$ cat config.mk
export PLATFORM = sky130hd
export DESIGN_NAME = fp_div_flat
export DESIGN_NICKNAME = d
export VERILOG_FILES = /design/src/rtl/fp_div_if.sv /design/src/rtl/fp_div.sv /design/src/flat_wrapper.sv
export SDC_FILE = /design/constraint.sdc
export NUM_CORES = 1
export LEC_CHECK = 0
export ABC_CLOCK_PERIOD_IN_PS = 6400
export CAP_MARGIN = 20
export CORE_AREA = 2 2 133 135
export DETAILED_ROUTE_END_ITERATION = 16
export DIE_AREA = 0 0 135 137
export PLACE_DENSITY_LB_ADDON = 0.2
export SETUP_SLACK_MARGIN = 0.5
export SKIP_LAST_GASP = 1
export SLEW_MARGIN = 20
export SYNTH_ARGS = -nofsm -noshare
export SYNTH_HDL_FRONTEND = slang
export SYNTH_SLANG_ARGS = --single-unit
$ cat constraint.sdc
create_clock -name clk -period 6.4 [get_ports clk]
set_input_delay 0.96 -clock clk [delete_from_list [all_inputs] [get_ports clk]]
set_output_delay 0.96 -clock clk [all_outputs]
set_load 0.1 [all_outputs]
$ cat src/rtl/fp_div_if.sv
// Start/Done handshake and result bus between the FP-unit controller and fp_div.
interface fp_div_if;
  logic        Start;
  logic [31:0] A;
  logic [31:0] B;
  logic        Done;
  logic [31:0] P;
  logic        OF;
  logic        UF;
  logic        NanF;
  logic        InfF;
  logic        DNF;
  logic        ZF;

  modport master (output Start, A, B,
                  input  Done, P, OF, UF, NanF, InfF, DNF, ZF);
  modport slave  (input  Start, A, B,
                  output Done, P, OF, UF, NanF, InfF, DNF, ZF);
endinterface

$ cat src/rtl/fp_div.sv
// Sequential binary32 divider: restoring radix-2 mantissa divide, one quotient bit per clock,
// truncating result, denormal inputs flushed to zero.
module fp_div (
  input  logic     clk,
  input  logic     rst,
  fp_div_if.slave  bus
);
  localparam logic [2:0] IDLE  = 3'd0;
  localparam logic [2:0] CHECK = 3'd1;
  localparam logic [2:0] DIV   = 3'd2;
  localparam logic [2:0] NORM  = 3'd3;
  localparam logic [2:0] DONE  = 3'd4;

  logic [2:0]  state;
  logic [4:0]  cnt;
  logic [31:0] a_p0, b_p0;
  logic [24:0] r_p1, q_p1;
  logic [23:0] mb_p1;
  logic        done_r;
  logic [31:0] p_r;
  logic [5:0]  flags_r;     // {OF, UF, NanF, InfF, DNF, ZF}

  logic [7:0]  ea, eb;
  logic [22:0] fa, fb;
  logic        sign, za, zb, ia, ib, na, nb, dnf;
  logic        is_nan, is_inf, is_zero, special;
  logic [37:0] spec_res;
  logic [24:0] diff;
  logic        ge;

  // Exponent rebias, normalisation shift and saturation to Inf / zero.
  function automatic logic [37:0] norm_pack(input logic s, input logic [7:0] xa,
                                            input logic [7:0] xb, input logic [24:0] q);
    logic signed [9:0] e;
    logic [22:0]       frac;
    e = $signed({2'b00, xa}) - $signed({2'b00, xb}) + 10'sd127;
    if (q[24]) begin
      frac = q[23:1];
    end else begin
      frac = q[22:0];
      e    = e - 10'sd1;
    end
    if (e >= 10'sd255)
      norm_pack = {s, 8'hFF, 23'd0, 6'b100100};
    else if (e <= 10'sd0)
      norm_pack = {s, 31'd0, 6'b010001};
    else
      norm_pack = {s, e[7:0], frac, 6'b000000};
  endfunction

  assign ea   = a_p0[30:23];
  assign eb   = b_p0[30:23];
  assign fa   = a_p0[22:0];
  assign fb   = b_p0[22:0];
  assign sign = a_p0[31] ^ b_p0[31];
  // Zero test covers denormals too, which is what flushes them.
  assign za   = (ea == 8'h00);
  assign zb   = (eb == 8'h00);
  assign ia   = (ea == 8'hFF) && (fa == 23'd0);
  assign ib   = (eb == 8'hFF) && (fb == 23'd0);
  assign na   = (ea == 8'hFF) && (fa != 23'd0);
  assign nb   = (eb == 8'hFF) && (fb != 23'd0);
  assign dnf  = (za && (fa != 23'd0)) || (zb && (fb != 23'd0));

  // Evaluated in priority order: NaN, then Inf, then zero.
  assign is_nan  = na || nb || (za && zb) || (ia && ib);
  assign is_inf  = ia || zb;
  assign is_zero = za || ib;
  assign special = is_nan || is_inf || is_zero;

  always_comb begin
    spec_res = {sign, 31'd0, 4'b0000, dnf, 1'b1};
    if (is_nan)
      spec_res = {32'h7FC00000, 3'b001, 1'b0, dnf, 1'b0};
    else if (is_inf)
      spec_res = {sign, 8'hFF, 23'd0, 3'b000, 1'b1, dnf, 1'b0};
  end

  assign ge   = (r_p1 >= {1'b0, mb_p1});
  assign diff = r_p1 - {1'b0, mb_p1};

  // Stage p0: operand latch; stage p1: restoring divider datapath.
  always_ff @(posedge clk) begin
    case (state)
      IDLE: begin
        if (bus.Start) begin
          a_p0 <= bus.A;
          b_p0 <= bus.B;
        end
      end
      CHECK: begin
        r_p1  <= {2'b01, fa};
        mb_p1 <= {1'b1, fb};
        q_p1  <= '0;
      end
      DIV: begin
        if (ge) begin
          q_p1 <= {q_p1[23:0], 1'b1};
          r_p1 <= {diff[23:0], 1'b0};
        end else begin
          q_p1 <= {q_p1[23:0], 1'b0};
          r_p1 <= {r_p1[23:0], 1'b0};
        end
      end
      default: ;
    endcase
  end

  // Stage p2: control FSM and registered result / flags.
  always_ff @(posedge clk or posedge rst) begin
    if (rst) begin
      state   <= IDLE;
      cnt     <= '0;
      done_r  <= 1'b0;
      p_r     <= '0;
      flags_r <= '0;
    end else begin
      done_r <= 1'b0;
      case (state)
        IDLE:  if (bus.Start) state <= CHECK;
        CHECK: begin
          if (special) begin
            state          <= DONE;
            done_r         <= 1'b1;
            {p_r, flags_r} <= spec_res;
          end else begin
            state <= DIV;
            cnt   <= '0;
          end
        end
        DIV: begin
          cnt <= cnt + 5'd1;
          if (cnt == 5'd24) state <= NORM;
        end
        NORM: begin
          state          <= DONE;
          done_r         <= 1'b1;
          {p_r, flags_r} <= norm_pack(sign, ea, eb, q_p1);
        end
        DONE:    state <= IDLE;
        default: state <= IDLE;
      endcase
    end
  end

  assign bus.Done = done_r;
  assign bus.P    = p_r;
  assign bus.OF   = flags_r[5];
  assign bus.UF   = flags_r[4];
  assign bus.NanF = flags_r[3];
  assign bus.InfF = flags_r[2];
  assign bus.DNF  = flags_r[1];
  assign bus.ZF   = flags_r[0];
endmodule

$ cat src/flat_wrapper.sv
// flat-port wrapper written by rule: the top's interface ports become plain ports
module fp_div_flat 
  (clk, rst, bus_Start, bus_A, bus_B, bus_Done, bus_P, bus_OF, bus_UF, bus_NanF, bus_InfF, bus_DNF, bus_ZF);
  fp_div_if bus_i ();
  input  logic clk;
  input  logic rst;
  input wire logic [$bits(bus_i.Start)-1:0] bus_Start;
  input wire logic [$bits(bus_i.A)-1:0] bus_A;
  input wire logic [$bits(bus_i.B)-1:0] bus_B;
  output wire logic [$bits(bus_i.Done)-1:0] bus_Done;
  output wire logic [$bits(bus_i.P)-1:0] bus_P;
  output wire logic [$bits(bus_i.OF)-1:0] bus_OF;
  output wire logic [$bits(bus_i.UF)-1:0] bus_UF;
  output wire logic [$bits(bus_i.NanF)-1:0] bus_NanF;
  output wire logic [$bits(bus_i.InfF)-1:0] bus_InfF;
  output wire logic [$bits(bus_i.DNF)-1:0] bus_DNF;
  output wire logic [$bits(bus_i.ZF)-1:0] bus_ZF;
  assign bus_i.Start = bus_Start;
  assign bus_i.A = bus_A;
  assign bus_i.B = bus_B;
  assign bus_Done = bus_i.Done;
  assign bus_P = bus_i.P;
  assign bus_OF = bus_i.OF;
  assign bus_UF = bus_i.UF;
  assign bus_NanF = bus_i.NanF;
  assign bus_InfF = bus_i.InfF;
  assign bus_DNF = bus_i.DNF;
  assign bus_ZF = bus_i.ZF;
  fp_div u_core (.clk(clk), .rst(rst), .bus(bus_i));
endmodule
* Word-level counts from Yosys, hierarchy flattened
Index checks and enable logic that the tools add are counted.
W data, S select, Z words.
** Word-level totals
- Flip-flop bits (word level) :: 184
- Bits of input ports :: 67
- Output and inout bits :: 39
- Logic and storage cells :: 81
** Cells by class
- Add/subtract/negate cells :: 5
- Order comparisons :: 3
- Equal/unequal tests :: 10
- Mux-type cells :: 23
- Bitwise operators :: 1
- Reductions and logical operators :: 29
** Operators with widths (count)
- $mux W37 :: 3
- $pmux W25 S2 :: 2
- $pmux W32 S2 :: 1
- $logic_not A23 Y1 :: 2
- $reduce_bool A23 Y1 :: 2
- $mux W38 :: 1
- $mux W32 :: 1
- $ge A25 B24 Y1 :: 1
- $mux W25 :: 1
- $sub A24 B24 Y24 :: 1
- $mux W23 :: 1
- $mux W10 :: 2
- $eq A8 B8 Y1 const B :: 2
- $logic_not A8 Y1 :: 2
- $pmux W3 S4 :: 1
- $pmux W6 S2 :: 1
- $add A10 B8 Y10 const B :: 1
- $ge A10 B9 Y1 const B :: 1
- $le A10 B1 Y1 const B :: 1
- $pmux W5 S2 :: 1
- $sub A10 B2 Y10 const B :: 1
- $mux W3 :: 3
- $sub A8 B8 Y9 :: 1
- $logic_and A1 B1 Y1 :: 8
- other kinds (15) :: 30

* Longest topological paths before layout
Gate-level depths: netlist of the first run.
- Word-level depth :: 9
- Depth in mapped cells :: 14
- Mapped depth without buffers :: 13

* Worst setup path before layout of the first run
No wires, ideal clock.
- Kind :: input-to-reg
- Start :: input port bus_Start
- End :: register u_core.a_p0[0], enable pin
- Library setup time :: 565 ps
- Arrival time :: 5367 ps
- Required time :: 5835 ps
- Path slack :: 468 ps
- Stages on the path :: 2
- Path buffers :: 0
- Cell sequence :: nand2b_1 > nor3_1
** Between the ends
- Word-level cells in the longest chain between the ends :: 1
** RTL lines
- start: declaration :: RTL line flat_wrapper.sv:7 : input wire logic [$bits(bus_i.Start)-1:0] bus_Start;
- $reduce_and A2 Y1 (no line)
- end signal: assignment :: RTL line fp_div.sv:87 : a_p0 <= bus.A;
- end: declaration :: RTL line fp_div.sv:16 : logic [31:0] a_p0, b_p0;
No other way between the ends.
A chain may end at the register's enable or synchronous reset.

* Worst setup path after layout of the first run
- Start :: register u_core.b_p0[23]
- End :: register u_core.p_r[21] (netlist: u_core.bus.P[21])
** Between the ends
- Word-level cells in the longest chain between the ends :: 9
- Elaborated cells on any way between the ends :: 27
- Those cells by class :: 3 x add/sub; 2 x order compare; 2 x eq/ne; 7 x mux; 13 x reduce/logical
** RTL lines
- start: declaration :: RTL line fp_div.sv:16
- start signal: assignment :: RTL line fp_div.sv:88 : b_p0 <= bus.B;
- $sub A8 B8 Y9 or $eq A8 B8 Y1 (tied branches) :: RTL line fp_div.sv:36, fp_div.sv:60, fp_div.sv:62
- $add A10 B8 Y10 or $logic_and A1 B1 Y1 (tied branches) :: RTL line fp_div.sv:36, fp_div.sv:62
- $sub A10 B2 Y10 or $logic_or A1 B1 Y1 (tied branches) :: RTL line fp_div.sv:41, fp_div.sv:66
- $mux W10 or $logic_or A1 B1 Y1 (tied branches) :: RTL line fp_div.sv:37, fp_div.sv:66
- $mux W10 or $logic_or A1 B1 Y1 (tied branches) :: RTL line fp_div.sv:119, fp_div.sv:66
- $le A10 B1 Y1 or $logic_or A1 B1 Y1 (tied branches) :: RTL line fp_div.sv:45, fp_div.sv:69
- $mux W37 or $logic_or A1 B1 Y1 (tied branches) :: RTL line fp_div.sv:45, fp_div.sv:69
- $mux W37 or $ne A2 B1 Y1 (tied branches)
- $pmux W32 S2 or $reduce_and A2 Y1 (tied branches)
- end signal: assignment :: RTL line fp_div.sv:125 : {p_r, flags_r} <= spec_res;
- end signal: assignment :: RTL line fp_div.sv:138 : {p_r, flags_r} <= norm_pack(sign, ea, eb, q_p1);
- end: declaration :: RTL line fp_div.sv:20 : logic [31:0] p_r;
Parallel ways exist; a longest one is shown, timed or not. The select of a mux whose other input is x is not followed.

==> flow_summary.ini, run 1 <==
[worst_setup_path]
cp.required_ns = 6.68
r2r-end = u_core.bus.P[21]$_DFFE_PP0P_
start_kind = flip-flop
path_class = reg2reg
ff2ff_path_depth = 11
r2r-start = u_core.b_p0[23]$_DFFE_PP_
r2r_slack_ns = 2.25
path_max_fanout = 23
cp_data_arrival_time_ns = 4.44
end_kind = flip-flop

[clocking]
cts_hold_buf = 0
cts_root_buf = clkbuf_16
cts_resized = 0
clock_latency_ns = 0.43
cts.clk_slew.worst_paths_ns = 0.07
cts.path.max_buffers = 2
cts_setup_buffers = 0
cts.sink_count = 184
cts_buffers = 17
h-tree-depth = 4
cts_tree = built

[global_routing]
grt_pass1_vias = 6218
grt_start_max_net_pins = 65
grtUsageTotal_pct = 21.6
grt_pass1_wl_mm = 30.9
grt.overflow.total = 0
antenna_found_initial = 0

[yosys]
async_flop_share_pct = 25.5
synthAdderAreaFrac_pct = 5.21
synth_cells = 817
synth-edff-count = 137
synth_top_family_by_area = simple AND/OR/NAND/NOR gates
yosysTopAreaCellShare_pct = 44.8
synth_xor_xnor_area_share_pct = 3.22
yosysTopAreaCell = edfxtp_1
ys_ff_latch = 184
yosys.area_share.simple_pct = 14.8
syn_nets = 921
synth_compound_area_share_pct = 12.8
seq_area_frac_synth_pct = 57.6
synth.avg_cell_area_sq_um = 11.2
syn_area_sq_um = 9180
yosysWarnings = 0
synth_mux_area_share_pct = 3.22
synth_ff_type = edfxtp_1
yosysUniqueCellTypes = 70
synthTopCellsByArea = edfxtp_1 45%, dfrtp_1 13%, ha_1 4.8%

[worst_hold_path]
min_path_type = reg2reg
hp-start = u_core.b_p0[12]$_DFFE_PP_
holdPathEnd = u_core.mb_p1[12]$_DFFE_PN_
holdPathStages = 0

[sta]
timing.final.crit_period_ns = 4.15
fin_hold_ws_ns = 0.443
worst_pin_slew_ns = 1.08
fin_tns_setup_ns = 0
clock_skew_ns = 0.0191
slew_viol_final = 0
rsz0062_at_grt = no
relSlewSlack_pct = 27.9
max_clock_freq_mhz = 241
setup_viol = 0
hold_violations = 0
period_share_pct = 64.9

[layout]
drive_above_1_share_pct = 6.40
nets = 1028
areaGrowthSynthToFinish_pct = 20.8
fill_cells = 1367
antenna_cells = 0

[pwr]
switching_share_pct = 45.2
internal_power_mw = 3.45
irDropWorstVdd_mv = 0.289
power_density_nw_per_um2 = 568
sequentialPowerShare_pct = 33.5
power.switching_mw = 2.85
p_comb_share_pct = 50.4
power_frac_clock_pct = 16.2
leakagePower_nw = 4.40

[place]
hpwl_mm = 13.5
port_buffers = 105
place.gp.congestion = 0.899

[routing]
drt_iter0_markers = 391
wire_per_inst_um = 16.4
dr.pass1.iters = 5
drtAntennaViolNets = 0
drc = 0
viasPerCell = 5.62
wirelength_mm = 19.1
num_vias = 6531

[flow_run]
drv_cap = 0

[floorplanning]
die_h_um = 137
die_w_um = 135
die-area_sq_um = 18500
io_pins = 106
start_util_pct = 53.8
rows = 48
coreArea_sq_um = 17100

[outcome]
status = complete, no violations
-- area by class of cell --
cell class / instances / area, sq um / area share [%]
flip-flops and latches: 184 / 5290 / 47.7
multi-input cells: 559 / 3640 / 32.8
repair buffers: 113 / 1120 / 10.1
clock buffers: 20 / 468 / 4.22
well taps: 225 / 282 / 2.54
inverters: 49 / 184 / 1.66
clock inverters: 12 / 105 / 0.948
-- synthesized netlist by cell type, types with 4 or more instances --
master    instances
o211ai_1          4
nor2_1           57
a21oi_1          59
a21o_1           10
mux2i_1          28
nand4_1          11
nor4_1           16
o21ai_0          32
xnor2_1          16
edfxtp_1        137
a31oi_1           5
or3_1             7
nand2_1          85
clkbuf_1         22
nor3_1           16
nand2b_1          9
nand3_1          15
o21a_1            7
inv_1            49
nor2b_1           8
ha_1             35
xor2_1           14
dfrtp_1          47
a221o_1           6
and3_1           28
and2_1            5
o21ai_1          22
-- metrics by stage --
| stage | setup WS (ns) | util [%] | total power, mW | instances | cell area (sq um) |
|---|---|---|---|---|---|
| 3_3_place_gp | 2.13 | 61.5 | 5.23 | 1129 | 10500 |
| 4_1_cts | 1.92 | 64.9 | 6.30 | 1161 | 11100 |
| 2_1_floorplan | 2.28 | - | 4.53 | 817 | 9190 |
| 3_5_place_dp | 1.93 | 61.5 | 5.27 | 1129 | 10500 |
| 6_report | 2.25 | 65.0 | 6.30 | 1162 | 11100 |
| 5_1_grt | 1.93 | 65.0 | 6.71 | 1162 | 11100 |
-- power groups by stage --
stage               Clock (mW)  Sequential (mW)  Combinational [mW]
global placement             0             2.11                3.12
floorplan                    0             2.64                1.89
CTS                       1.03             2.11                3.16
finish                    1.02             2.11                3.17
global route              1.08             2.16                3.47
detailed placement           0             2.12                3.15
-- critical path: stages, from the launching register on --
cell,delay (ns)
edfxtp_1,0.42
ha_1,0.24
fa_1,0.43
nand2b_1,0.20
a21oi_2,0.14
xor2_1,0.59
nor3_1,0.20
mux2_4,0.30
o2111ai_2,0.22
xor2_1,0.36
mux2i_4,0.68
o21ai_0,0.20
-- flip-flops by register name (all words and copies together) (netlist names) --
signal	count
u_core.a_p0	32
u_core.b_p0	32
u_core.bus.Done	1
u_core.bus.P	32
u_core.cnt	5
u_core.flags_r	6
u_core.mb_p1	23
u_core.q_p1	25
u_core.r_p1	25
u_core.state	3
-- placed cells by master, fill, tap and decap left out, types with 22 or more instances in the layout --
master / count
mux2i_1: 27
ha_1: 35
and3_1: 28
edfxtp_1: 137
a21oi_1: 58
o21ai_1: 22
nand2_1: 85
dfrtp_1: 47
nor2_1: 57
clkdlybuf4s50_1: 105
o21ai_0: 32
inv_1: 48
-- worst max path at each step --
stage	start	end	slack, ns
finish	u_core.b_p0[23]$_DFFE_PP_	u_core.bus.P[21]$_DFFE_PP0P_	2.25
global placement	u_core.b_p0[23]$_DFFE_PP_	u_core.bus.P[21]$_DFFE_PP0P_	2.13
floorplan	u_core.state[0]$_DFFE_PP0P_	u_core.q_p1[0]$_SDFFCE_PN0P_	2.28
detailed placement	u_core.b_p0[23]$_DFFE_PP_	u_core.bus.P[21]$_DFFE_PP0P_	1.93
CTS	u_core.b_p0[23]$_DFFE_PP_	u_core.bus.P[21]$_DFFE_PP0P_	1.92
global route	u_core.b_p0[23]$_DFFE_PP_	u_core.bus.P[20]$_DFFE_PP0P_	1.93
-- cell families (layout without fill, tap and decap cells) --
family | after synthesis | after routing
compound gates | 186 | 186
buf+inv | 74 | 194
xor+xnor | 32 | 32
mux | 29 | 29
fa+ha+maj | 37 | 37
simple gates | 275 | 275
flops | 184 | 184
-- metal layers --
| metal | global-route usage (%) | up-vias | share of wire (%) |
|---|---|---|---|
| li1 | - | 3218 | - |
| met2 | 35.6 | 165 | 48 |
| met5 | 0 | - | 0 |
| met4 | 5.27 | 0 | 0.90 |
| met3 | 4.96 | 16 | 5.1 |
| met1 | 29.4 | 3132 | 46 |
No activity file was read; power rests on OpenSTA's default activity.
==> run 2: changes to the inputs <==
Settings changed: ABC_CLOCK_PERIOD_IN_PS 6400 to 3700, CORE_AREA 2 2 133 135 to 2 2 138 140, DIE_AREA 0 0 135 137 to 0 0 140 142.
Clock period 6.4 ns to 3.7 ns, I/O delays scaled along.
==> flow_summary.ini, run 2 (synthesized netlist as in run 1, its figures left out) <==
[global_routing]
antenna_found_initial = 0
grt_pass1_wl_mm = 34.0
grt.overflow.total = 0
grt_pass1_vias = 6687
grtUsageTotal_pct = 21.6
grt_start_max_net_pins = 63

[routing]
drtAntennaViolNets = 0
drt_iter0_markers = 477
drc = 6
wirelength_mm = 20.7
dr.pass1.iters = 11
num_vias = 6897
viasPerCell = 5.62
wire_per_inst_um = 16.8

[worst_hold_path]
min_path_type = reg2reg

[worst_setup_path]
r2r-end = u_core.bus.P[18]$_DFFE_PP0P_
worst-path-buf-inv = 4
ff2ff_path_depth = 15
crit_path_max_incr_delay_ns = 0.50
cp_slowest_cell = fa_2
endpoint = u_core.bus.P[18]$_DFFE_PP0P_
r2r-start = u_core.b_p0[23]$_DFFE_PP_
worstPathCellList = ha_4, fa_2, ha_4, buf_12, xnor2_4, o21ai_2, or3b_4, xnor2_4, nor3_4, buf_6, a211oi_4, buf_4, mux2i_4, clkbuf_16, o21ai_2
start_kind = flip-flop
path_depth = 15
r2r_slack_ns = 0.21
path_max_fanout = 6
path_class = reg2reg
crit_family = adder cells
cp_data_arrival_time_ns = 3.81
cp.required_ns = 4.02
end_kind = flip-flop
crit_start = u_core.b_p0[23]$_DFFE_PP_

[floorplanning]
die-area_sq_um = 19900
die_w_um = 140
coreArea_sq_um = 18500
die_h_um = 142
start_util_pct = 49.7
io_pins = 106
rows = 50

[clocking]
cts_buffers = 17
cts.path.max_buffers = 2
h-tree-depth = 4
clock_latency_ns = 0.43
cts_tree = built
cts_hold_buf = 0
cts_root_buf = clkbuf_16
cts.sink_count = 184
cts.clk_slew.worst_paths_ns = 0.08

[place]
dp.cells = 1170
place.gp.congestion = 0.885
port_buffers = 105
placed_cell_area_sq_um = 10900
hpwl_mm = 13.9

[layout]
final_area_sq_um = 12100
drive_above_1_share_pct = 17.3
final_cell_mix = 137 x edfxtp_1, 105 x clkdlybuf4s50_1, 82 x nand2_1
final_common_cell = edfxtp_1
regArea_sq_um = 5290
layout.cells.non_filler = 1228
nets = 1085
multi_input_area_sq_um = 4110
antenna_cells = 0
areaGrowthSynthToFinish_pct = 32.2
fill_cells = 1373

[pwr]
leakagePower_nw = 4.86
switching_share_pct = 44.9
internal_power_mw = 6.75
power_frac_clock_pct = 15.1
p_comb_share_pct = 55.1
power_density_nw_per_um2 = 1010
irDropWorstVdd_mv = 0.528
power.switching_mw = 5.49
sequentialPowerShare_pct = 29.8

[sta]
hold_violations = 0
max_clock_freq_mhz = 287
clock_skew_ns = 0.0103
rsz0062_at_grt = yes
timing.final.crit_period_ns = 3.49
worst_pin_slew_ns = 1.01
period_share_pct = 94.3
setup_viol = 0
slew_viol_final = 0
relSlewSlack_pct = 32.3

[outcome]
violations = DRC
status = finished, violations left

[flow_run]
drv_cap = 0
[run 2: cell count changes in the layout (fill, tap and decap cells not counted), moves of 5 or more]
cell     previous run  this run
buf_12              1         6
xnor2_1            16        11
o21ai_2             0        14
buf_6               0         9
o21ai_1            22        13
o21ai_0            32        26
buf_4               7        48
[run 2: how the worst min path moves through the flow]
stage	start	end	depth (start not counted)
3_5_place_dp	u_core.b_p0[1]$_DFFE_PP_	u_core.mb_p1[1]$_DFFE_PN_	0
2_1_floorplan	u_core.b_p0[10]$_DFFE_PP_	u_core.mb_p1[10]$_DFFE_PN_	0
3_3_place_gp	u_core.b_p0[15]$_DFFE_PP_	u_core.mb_p1[15]$_DFFE_PN_	0
6_report	u_core.b_p0[1]$_DFFE_PP_	u_core.mb_p1[1]$_DFFE_PN_	0
5_1_grt	u_core.b_p0[19]$_DFFE_PP_	u_core.mb_p1[19]$_DFFE_PN_	0
4_1_cts	u_core.b_p0[15]$_DFFE_PP_	u_core.mb_p1[15]$_DFFE_PN_	0
[run 2: power by group through the flow]
stage	clock network, mW	logic, mW	registers (mW)
floorplan	0	3.38	4.55
global placement	0	5.86	3.66
detailed placement	0	5.94	3.67
CTS	1.87	6.38	3.63
global route	1.97	7.29	3.73
finish	1.85	6.75	3.64
[run 2: area by class of cell]
class | count | area share [%]
flip-flops and latches | 184 | 43.6
multi-input cells | 560 | 33.8
repair buffers | 169 | 13.7
clock buffers | 18 | 3.54
well taps | 234 | 2.41
inverters | 49 | 1.53
clock inverters | 14 | 1.43
[run 2: worst reg2reg max path, stage by stage, from the launching register on]
cell and delay (ns):
edfxtp_1 0.44, ha_4 0.20, fa_2 0.50, ha_4 0.21
buf_12 0.13, xnor2_4 0.12, o21ai_2 0.16, or3b_4 0.44
xnor2_4 0.17, nor3_4 0.17, buf_6 0.13, a211oi_4 0.05
buf_4 0.15, mux2i_4 0.24, clkbuf_16 0.22, o21ai_2 0.05
[run 2: what timing repair did]
| action | in CTS | in global routing |
|---|---|---|
| setup endpoints to repair | 33 | 56 |
| cloned | 1 | 1 |
| resized for setup | 39 | 42 |
| setup buffers | 16 | 8 |
| pin swaps | 17 | 27 |
[run 2: through the flow]
| step | setup TNS, ns | hold WS, ns | power [mW] | utilization, % | setup WS (ns) |
|---|---|---|---|---|---|
| after floorplan | 0 | 0.427 | 7.93 | - | 0.480 |
| after global placement | -3.72 | 0.434 | 9.52 | 58.9 | -0.216 |
| after detailed placement | -0.00687 | 0.439 | 9.61 | 58.9 | -0.00687 |
| after CTS | 0 | 0.447 | 11.9 | 64.3 | 0.296 |
| after global routing | 0 | 0.461 | 13.0 | 65.8 | 0.0683 |
| final | 0 | 0.445 | 12.2 | 65.8 | 0.213 |
[run 2: routing by layer]
| metal | GRT usage (%) | vias up | wire length [um] |
|---|---|---|---|
| li1 | - | 3335 | - |
| met1 | 30.0 | 3364 | 9530 |
| met2 | 35.2 | 184 | 9990 |
| met3 | 3.57 | 14 | 903 |
| met4 | 6.59 | 0 | 261 |
| met5 | 0 | - | 0 |
